<file path="src/rtl/inst_fetch_unit_pkg.sv">
// inst_fetch_unit_pkg: shared constants and FSM encoding
// for the instruction fetch front-end.
package inst_fetch_unit_pkg;

  localparam logic [31:0] INST_NOP     = 32'h0000_0013;
  localparam int          FETCH_DEPTH  = 2;
  localparam logic [31:0] DEF_RESET_PC = 32'h0000_0000;

  typedef enum logic [1:0] {
    ST_BOOT = 2'd0,
    ST_RUN  = 2'd1,
    ST_HALT = 2'd2
  } fetch_state_e;

endpackage

</file>
<file path="src/rtl/inst_fetch_unit_if.sv">
// inst_fetch_unit_if: instruction bus, redirect and IF/ID
// handshake signals of the fetch front-end.
interface inst_fetch_unit_if #(
  parameter int ADDR_WIDTH = 32,
  parameter int DATA_WIDTH = 32
);
  logic                  req_valid_o;
  logic [ADDR_WIDTH-1:0] req_addr_o;
  logic                  req_ready_i;
  logic                  rsp_valid_i;
  logic [DATA_WIDTH-1:0] rsp_data_i;
  logic                  jump_en_i;
  logic [ADDR_WIDTH-1:0] jump_addr_i;
  logic                  inst_valid_o;
  logic                  inst_ready_i;
  logic [DATA_WIDTH-1:0] inst_o;
  logic [ADDR_WIDTH-1:0] inst_addr_o;
  logic                  misalign_o;

  modport master (
    output req_valid_o, req_addr_o,
    output inst_valid_o, inst_o, inst_addr_o,
    output misalign_o,
    input  req_ready_i, rsp_valid_i, rsp_data_i,
    input  jump_en_i, jump_addr_i, inst_ready_i
  );

  modport slave (
    input  req_valid_o, req_addr_o,
    input  inst_valid_o, inst_o, inst_addr_o,
    input  misalign_o,
    output req_ready_i, rsp_valid_i, rsp_data_i,
    output jump_en_i, jump_addr_i, inst_ready_i
  );
endinterface

</file>
<file path="src/rtl/inst_fetch_unit_fifo.sv">
// fetch_fifo: 2-entry {addr, data} buffer with flush,
// output read straight from the storage registers.
module fetch_fifo
  import inst_fetch_unit_pkg::*;
#(
  parameter int AW = 32,
  parameter int DW = 32
) (
  input  logic          clk,
  input  logic          rst_n,
  input  logic          i_push,
  input  logic [AW-1:0] i_addr,
  input  logic [DW-1:0] i_data,
  input  logic          i_pop,
  input  logic          i_flush,
  output logic          o_valid,
  output logic [AW-1:0] o_addr,
  output logic [DW-1:0] o_data,
  output logic [1:0]    o_cnt
);
  logic [AW-1:0] r_addr [FETCH_DEPTH];
  logic [DW-1:0] r_data [FETCH_DEPTH];
  logic          r_wp;
  logic          r_rp;
  logic [1:0]    r_cnt;

  always_ff @(posedge clk or negedge rst_n) begin
    if (!rst_n) begin
      r_wp  <= 1'b0;
      r_rp  <= 1'b0;
      r_cnt <= 2'd0;
      for (int i = 0; i < FETCH_DEPTH; i++) begin
        r_addr[i] <= '0;
        r_data[i] <= '0;
      end
    end else if (i_flush) begin
      r_wp  <= 1'b0;
      r_rp  <= 1'b0;
      r_cnt <= 2'd0;
    end else begin
      if (i_push) begin
        r_addr[r_wp] <= i_addr;
        r_data[r_wp] <= i_data;
        r_wp         <= ~r_wp;
      end
      if (i_pop) r_rp <= ~r_rp;
      r_cnt <= r_cnt + {1'b0, i_push} - {1'b0, i_pop};
    end
  end

  assign o_valid = (r_cnt != 2'd0);
  assign o_addr  = r_addr[r_rp];
  assign o_data  = r_data[r_rp];
  assign o_cnt   = r_cnt;
endmodule

</file>
<file path="src/rtl/inst_fetch_unit.sv">
// inst_fetch_unit: PC generation, in-order bus fetch, 2-deep buffer.
// Define INST_FETCH_MISALIGN_CHK_EN to trap misaligned redirects in HALT.
module inst_fetch_unit
  import inst_fetch_unit_pkg::*;
#(
  parameter int ADDR_WIDTH = 32,
  parameter int DATA_WIDTH = 32,
  parameter logic [ADDR_WIDTH-1:0] RESET_PC = ADDR_WIDTH'(DEF_RESET_PC)
) (
  input logic               sys_clk_i,
  input logic               rst_n_i,
  inst_fetch_unit_if.master bus
);
  typedef logic [ADDR_WIDTH-1:0] addr_t;

  fetch_state_e          r_state;
  fetch_state_e          w_state_nxt;
  addr_t                 r_pc;
  addr_t                 w_jaddr;
  addr_t                 r_aq [FETCH_DEPTH];
  logic                  r_aq_wp;
  logic                  r_aq_rp;
  logic [1:0]            r_out_cnt;
  logic [1:0]            r_drop_cnt;
  logic [1:0]            w_fifo_cnt;
  logic                  w_mis;
  logic                  w_redir;
  logic                  w_req_valid;
  logic                  w_accept;
  logic                  w_drop;
  logic                  w_push;
  logic                  w_pop;
  logic                  w_fifo_valid;
  addr_t                 w_fifo_addr;
  logic [DATA_WIDTH-1:0] w_fifo_data;

  assign w_redir = bus.jump_en_i && (r_state != ST_BOOT);

`ifdef INST_FETCH_MISALIGN_CHK_EN
  logic r_misalign;
  assign w_jaddr = bus.jump_addr_i;
  assign w_mis   = w_redir && (bus.jump_addr_i[1:0] != 2'b00);

  always_ff @(posedge sys_clk_i or negedge rst_n_i) begin
    if (!rst_n_i) r_misalign <= 1'b0;
    else          r_misalign <= w_mis;
  end

  assign bus.misalign_o = r_misalign;
`else
  assign w_jaddr        = bus.jump_addr_i & ~addr_t'(3);
  assign w_mis          = 1'b0;
  assign bus.misalign_o = 1'b0;
`endif

  always_ff @(posedge sys_clk_i or negedge rst_n_i) begin
    if (!rst_n_i) r_state <= ST_BOOT;
    else          r_state <= w_state_nxt;
  end

  always_comb begin
    w_state_nxt = r_state;
    unique case (r_state)
      ST_BOOT: w_state_nxt = ST_RUN;
      ST_RUN:  if (w_mis) w_state_nxt = ST_HALT;
      ST_HALT: if (w_redir && !w_mis) w_state_nxt = ST_RUN;
      default: w_state_nxt = ST_BOOT;
    endcase
  end

  // Credit covers in-flight words too, so every response has a FIFO slot.
  always_comb begin
    w_req_valid = 1'b0;
    unique case (r_state)
      ST_RUN:
        w_req_valid = !bus.jump_en_i &&
          (({1'b0, r_out_cnt} + {1'b0, w_fifo_cnt})
            < 3'(FETCH_DEPTH));
      default: w_req_valid = 1'b0;
    endcase
  end

  assign w_accept = w_req_valid && bus.req_ready_i;
  assign w_drop   = bus.rsp_valid_i &&
                    (w_redir || (r_drop_cnt != 2'd0));
  assign w_push   = bus.rsp_valid_i && !w_drop;
  assign w_pop    = w_fifo_valid && bus.inst_ready_i;

  always_ff @(posedge sys_clk_i or negedge rst_n_i) begin
    if (!rst_n_i) begin
      r_pc       <= RESET_PC;
      r_out_cnt  <= 2'd0;
      r_drop_cnt <= 2'd0;
    end else begin
      r_out_cnt <= r_out_cnt + {1'b0, w_accept}
                 - {1'b0, bus.rsp_valid_i};
      if (w_redir) begin
        r_pc       <= w_jaddr;
        r_drop_cnt <= r_out_cnt - {1'b0, bus.rsp_valid_i};
      end else begin
        if (w_accept) r_pc <= r_pc + addr_t'(4);
        if (w_drop)   r_drop_cnt <= r_drop_cnt - 2'd1;
      end
    end
  end

  // PCs of in-flight requests; every response retires one, kept or not.
  always_ff @(posedge sys_clk_i or negedge rst_n_i) begin
    if (!rst_n_i) begin
      r_aq_wp <= 1'b0;
      r_aq_rp <= 1'b0;
      for (int i = 0; i < FETCH_DEPTH; i++) r_aq[i] <= '0;
    end else begin
      if (w_accept) begin
        r_aq[r_aq_wp] <= r_pc;
        r_aq_wp       <= ~r_aq_wp;
      end
      if (bus.rsp_valid_i) r_aq_rp <= ~r_aq_rp;
    end
  end

  fetch_fifo #(
    .AW (ADDR_WIDTH),
    .DW (DATA_WIDTH)
  ) u_fifo (
    .clk     (sys_clk_i),
    .rst_n   (rst_n_i),
    .i_push  (w_push),
    .i_addr  (r_aq[r_aq_rp]),
    .i_data  (bus.rsp_data_i),
    .i_pop   (w_pop),
    .i_flush (w_redir),
    .o_valid (w_fifo_valid),
    .o_addr  (w_fifo_addr),
    .o_data  (w_fifo_data),
    .o_cnt   (w_fifo_cnt)
  );

  assign bus.req_valid_o  = w_req_valid;
  assign bus.req_addr_o   = r_pc;
  assign bus.inst_valid_o = w_fifo_valid;
  assign bus.inst_o       = w_fifo_valid ? w_fifo_data
                                         : DATA_WIDTH'(INST_NOP);
  assign bus.inst_addr_o  = w_fifo_valid ? w_fifo_addr : '0;
endmodule

</file>
<file path="src/flat_wrapper.sv">
// flat-port wrapper written by rule: the top's interface ports become plain ports
module inst_fetch_unit_flat import inst_fetch_unit_pkg::*;
#(
  parameter int ADDR_WIDTH = 32,
  parameter int DATA_WIDTH = 32,
  parameter logic [ADDR_WIDTH-1:0] RESET_PC = ADDR_WIDTH'(DEF_RESET_PC)
)
  (sys_clk_i, rst_n_i, bus_req_valid_o, bus_req_addr_o, bus_inst_valid_o, bus_inst_o, bus_inst_addr_o, bus_misalign_o, bus_req_ready_i, bus_rsp_valid_i, bus_rsp_data_i, bus_jump_en_i, bus_jump_addr_i, bus_inst_ready_i);
  inst_fetch_unit_if #(.ADDR_WIDTH(ADDR_WIDTH), .DATA_WIDTH(DATA_WIDTH)) bus_i ();
  input logic sys_clk_i;
  input logic rst_n_i;
  output wire logic [$bits(bus_i.req_valid_o)-1:0] bus_req_valid_o;
  output wire logic [$bits(bus_i.req_addr_o)-1:0] bus_req_addr_o;
  output wire logic [$bits(bus_i.inst_valid_o)-1:0] bus_inst_valid_o;
  output wire logic [$bits(bus_i.inst_o)-1:0] bus_inst_o;
  output wire logic [$bits(bus_i.inst_addr_o)-1:0] bus_inst_addr_o;
  output wire logic [$bits(bus_i.misalign_o)-1:0] bus_misalign_o;
  input wire logic [$bits(bus_i.req_ready_i)-1:0] bus_req_ready_i;
  input wire logic [$bits(bus_i.rsp_valid_i)-1:0] bus_rsp_valid_i;
  input wire logic [$bits(bus_i.rsp_data_i)-1:0] bus_rsp_data_i;
  input wire logic [$bits(bus_i.jump_en_i)-1:0] bus_jump_en_i;
  input wire logic [$bits(bus_i.jump_addr_i)-1:0] bus_jump_addr_i;
  input wire logic [$bits(bus_i.inst_ready_i)-1:0] bus_inst_ready_i;
  assign bus_req_valid_o = bus_i.req_valid_o;
  assign bus_req_addr_o = bus_i.req_addr_o;
  assign bus_inst_valid_o = bus_i.inst_valid_o;
  assign bus_inst_o = bus_i.inst_o;
  assign bus_inst_addr_o = bus_i.inst_addr_o;
  assign bus_misalign_o = bus_i.misalign_o;
  assign bus_i.req_ready_i = bus_req_ready_i;
  assign bus_i.rsp_valid_i = bus_rsp_valid_i;
  assign bus_i.rsp_data_i = bus_rsp_data_i;
  assign bus_i.jump_en_i = bus_jump_en_i;
  assign bus_i.jump_addr_i = bus_jump_addr_i;
  assign bus_i.inst_ready_i = bus_inst_ready_i;
  inst_fetch_unit #(.ADDR_WIDTH(ADDR_WIDTH), .DATA_WIDTH(DATA_WIDTH), .RESET_PC(RESET_PC)) u_core (.sys_clk_i(sys_clk_i), .rst_n_i(rst_n_i), .bus(bus_i));
endmodule
</file>
<file path="config.mk">
export PLATFORM = sky130hd
export DESIGN_NAME = inst_fetch_unit_flat
export DESIGN_NICKNAME = d
export VERILOG_FILES = /design/src/rtl/inst_fetch_unit_pkg.sv /design/src/rtl/inst_fetch_unit_if.sv /design/src/rtl/inst_fetch_unit_fifo.sv /design/src/rtl/inst_fetch_unit.sv /design/src/flat_wrapper.sv
export SDC_FILE = /design/constraint.sdc
export NUM_CORES = 1
export LEC_CHECK = 0
export BUFFER_PORTS_ARGS = -buffer_cell sky130_fd_sc_hd__buf_4
export CAP_MARGIN = 20
export CORE_MARGIN = 2
export CORE_UTILIZATION = 51
export DETAILED_ROUTE_END_ITERATION = 8
export HOLD_SLACK_MARGIN = 0.15
export PLACE_DENSITY = 0.76
export SLEW_MARGIN = 20
export SYNTH_ARGS = -nofsm -noshare
export SYNTH_HDL_FRONTEND = slang
export SYNTH_SLANG_ARGS = --single-unit
</file>
<file path="constraint.sdc">
create_clock -name sys_clk_i -period 2.8 [get_ports sys_clk_i]
set_input_delay 0.14 -clock sys_clk_i [delete_from_list [all_inputs] [get_ports sys_clk_i]]
set_output_delay 0.14 -clock sys_clk_i [all_outputs]
set_load 0.005 [all_outputs]
</file>
==> metrics.txt <==
Clk pwr share=23.7%; internal power=roughly 0.0095 W; actual slew at the worst max-slew pin=763 ps; critical path endpoint=u_core.bus.req_addr_o[16]; routed vias=7591; fraction of registers with async set or reset after synthesis=100%; register area share after synthesis=a little over half; cells after synthesis=900; worst vdd ir=approximately 0.47 mV; synth cell count leaders=dfrtp_1 (225), mux2_2 (124), nor2_1 (118); IO Pins=roughly 170; power per cell area=slightly above 1000 nW/um2; CTS tree=built; LEAKAGE=6.15 nW; Worst Reg-to-Reg Cells=8; Gate power share=a little over a third; largest net degree at the start of global routing=94; Slew Viols, Final=0; Flop pwr share=between 40% and 50%; Antenna diodes=0; Sw Pwr=approximately 0.0044 W; TNS Setup=0 ps; die area=between 20000 and 25000 um2; Mapped Area=just over 10000 um2; type of the most critical hold path=input port to asynchronous set/reset pin; fin nets=~1.2k; final instance area=roughly 13000 um2; top cell type's share of synthesized area=54.6%; CTS sink count=approximately 230; All-Layer GR Usage=~22%; leading area contributor after synthesis=dfrtp_1; Highest Clock Rate=approximately 370 MHz; Worst Path Required=3230 ps; CTS HTree Levels=1; critical path startpoint=u_core.u_fifo.o_cnt[0]; Die Ht=between 100 and 150 um; dominant synthesized flop cell=dfrtp_1; fin util=about two thirds; most used cell, CP=or4_4; crit path DAT=3170 ps; endpoints failing setup=0; chip width=between 100 and 150 um; initial core utilization=between 50% and 60%; EDFF count, synth=0; CP Launch Type=register; CP cell instances=inv_2, nor2_4, fa_1, or3_4, or4_4, buf_6, or4_4, a31oi_2; final hold viol count=0; yosys warns=0; post-DP HPWL=roughly 15 mm; synthesis-stage register bit count=approximately 230; Switching Share=a little under a third; Worst R2R End=u_core.bus.req_addr_o[16]; crit-path max cell delay=between 500 and 600 ps; number of global-route vias before repair=around 7.7k; clk_lat worst skew=~510 ps; post-route ant nets=0; Cell variety after synth=44; Tcrit/Tclk final=between 90% and 100%; Final Worst Setup Slack=between 60 and 70 ps; drt first pass iters=5; grt total ovfl=0; Max Fanout on Critical Path=8; hold slack final=roughly 200 ps; root buf cell=clkbuf_16; top cells by area, synth=dfrtp_1 (55%), mux2_2 (14%), mux2i_1 (9.0%); mean post-synth cell area=11.5 um2; Clock Pin Slew Worst Setup and Hold Paths=around 60 ps; row cnt=52; most common cell in the netlist=dfrtp_1; antenna violations before repair=0; slowest library cell on the worst path=or4_4; CP endpoint kind=register; dpl ws=roughly 18 ps; status=finished clean; initial DRC count=~350; first-pass GRT wire length=39.2 mm; Routed WL per cell=approximately 17 um; DRC viols=0; placed inst area=between 10000 and 15000 um2; total CTS buffers=24; WL final=~24 mm; relative slew slack=between 40% and 50%; clock skew=21.8 ps; routed vias/inst=between 5 and 6; Port Buffer Count=161; share of cells above drive strength 1=between 30% and 40%; Core ar.=between 20000 and 25000 um2; RR Startpoint=u_core.u_fifo.o_cnt[0]; RSZ-0062 raised after global routing=false; CTS max path bufs=3; Setup CP Type=register to register; GP Congestion=between 0.7 and 0.8; final worst path period need=2740 ps; Layout area overhead=30.3%; R2R Setup Slk=~64 ps; Max-cap violations=0
logic make-up (layout without fill, tap and decap cells):
group	after synthesis	count (layout)	share of synthesized area (%)
adders and majority gates	7	7	0.922
buffers and inverters	75	311	3.45
AOI/OAI and AO/OA	113	113	6.19
DFF	225	225	54.6
and+or+nand+nor	244	244	10.8
other	2	6	0.0728
muxes	217	217	22.6
xor gates and xnor gates	17	17	1.44
per-layer routing:
metal	part of all wire (%)	track usage [%]
met5	0	0
met4	1.3	4.71
met3	5.6	3.56
met2	50	38.5
met1	43	30.2
worst min-delay path by stage:
stage | from | end | slack [ps] | depth (start not counted)
after floorplan | rst_n_i | u_core.bus.req_addr_o[10] | -160 | 0
after global placement | rst_n_i | u_core.u_fifo.r_addr[26] | 210 | 1
after detailed placement | rst_n_i | u_core.u_fifo.r_addr[26] | 220 | 1
after CTS | bus_jump_en_i | u_core.bus.req_addr_o[20] | 240 | 6
after global routing | bus_jump_en_i | u_core.bus.req_addr_o[20] | 290 | 6
final | rst_n_i | u_core.u_fifo.r_addr[26] | 200 | 2
final cells by class:
type | instances | area, um2
inverters | 10 | 37.5
fillers | 1519 | 6600
repair buffers | 257 | 2190
flip-flops and latches | 225 | 5640
clock buffers | 37 | 761
clock inverters | 7 | 88.8
well taps | 270 | 338
multi-input cells | 604 | 4380
sequential cells by signal (all words and copies together), names as in the netlist:
name / count
u_core.u_fifo.r_wp: 1
u_core.u_fifo.r_rp: 1
u_core.u_fifo.o_cnt: 2
u_core.r_aq_rp: 1
u_core.u_fifo.r_addr: 60
u_core.bus.req_addr_o: 30
u_core.r_drop_cnt: 2
u_core.r_state: 1
u_core.r_aq: 60
u_core.u_fifo.r_data: 64
u_core.r_aq_wp: 1
u_core.r_out_cnt: 2
placed cells by master, fill, tap and decap left out, types with 7 or more instances in the layout:
| cell type | count |
|---|---|
| mux2i_1 | 93 |
| or4_1 | 12 |
| nor2_1 | 116 |
| nand2_1 | 56 |
| nand4_1 | 10 |
| clkbuf_8 | 9 |
| mux2_2 | 124 |
| o31ai_1 | 11 |
| xor2_1 | 8 |
| clkbuf_16 | 25 |
| buf_12 | 7 |
| inv_1 | 8 |
| buf_4 | 178 |
| a21oi_1 | 31 |
| xnor2_1 | 9 |
| dlygate4sd3_1 | 67 |
| dfrtp_1 | 223 |
| o21ai_0 | 46 |
| nand3_1 | 13 |
| a31oi_1 | 17 |
what timing repair did:
| item | in CTS | in global routing |
|---|---|---|
| setup endpoints to repair | 1 | 12 |
| pin swaps | 1 | 6 |
| gates cloned | 1 | 1 |
| resized for setup | 2 | 8 |
| hold buffers | 67 | 0 |
| hold endpoints to repair | 188 | 0 |
| buffers inserted | 1 | 0 |
power by group through the flow:
stage	registers [W]	clock network [W]	logic [W]
after detailed placement	0.00565	0	0.00499
final	0.00560	0.00330	0.00505
after global placement	0.00558	0	0.00487
after floorplan	0.00527	0	0.00328
after CTS	0.00559	0.00337	0.00510
after global routing	0.00579	0.00349	0.00561
worst max-delay path, delay by kind of cell, from the launching register on:
kind | cells | cell delay [ps]
fa+ha+maj | 1 | 470
compound gates | 1 | 200
buf+inv | 2 | 240
simple gates | 4 | 1360
flops | 1 | 380
metrics by stage:
| step | total power, W | std cells |
|---|---|---|
| finish | 0.0139 | 1410 |
| global route | 0.0149 | 1410 |
| CTS | 0.0141 | 1409 |
| detailed placement | 0.0106 | 1296 |
| global placement | 0.0104 | 1296 |
| floorplan | 0.00856 | 904 |
Note: power is estimated with default switching activity, not from simulation.
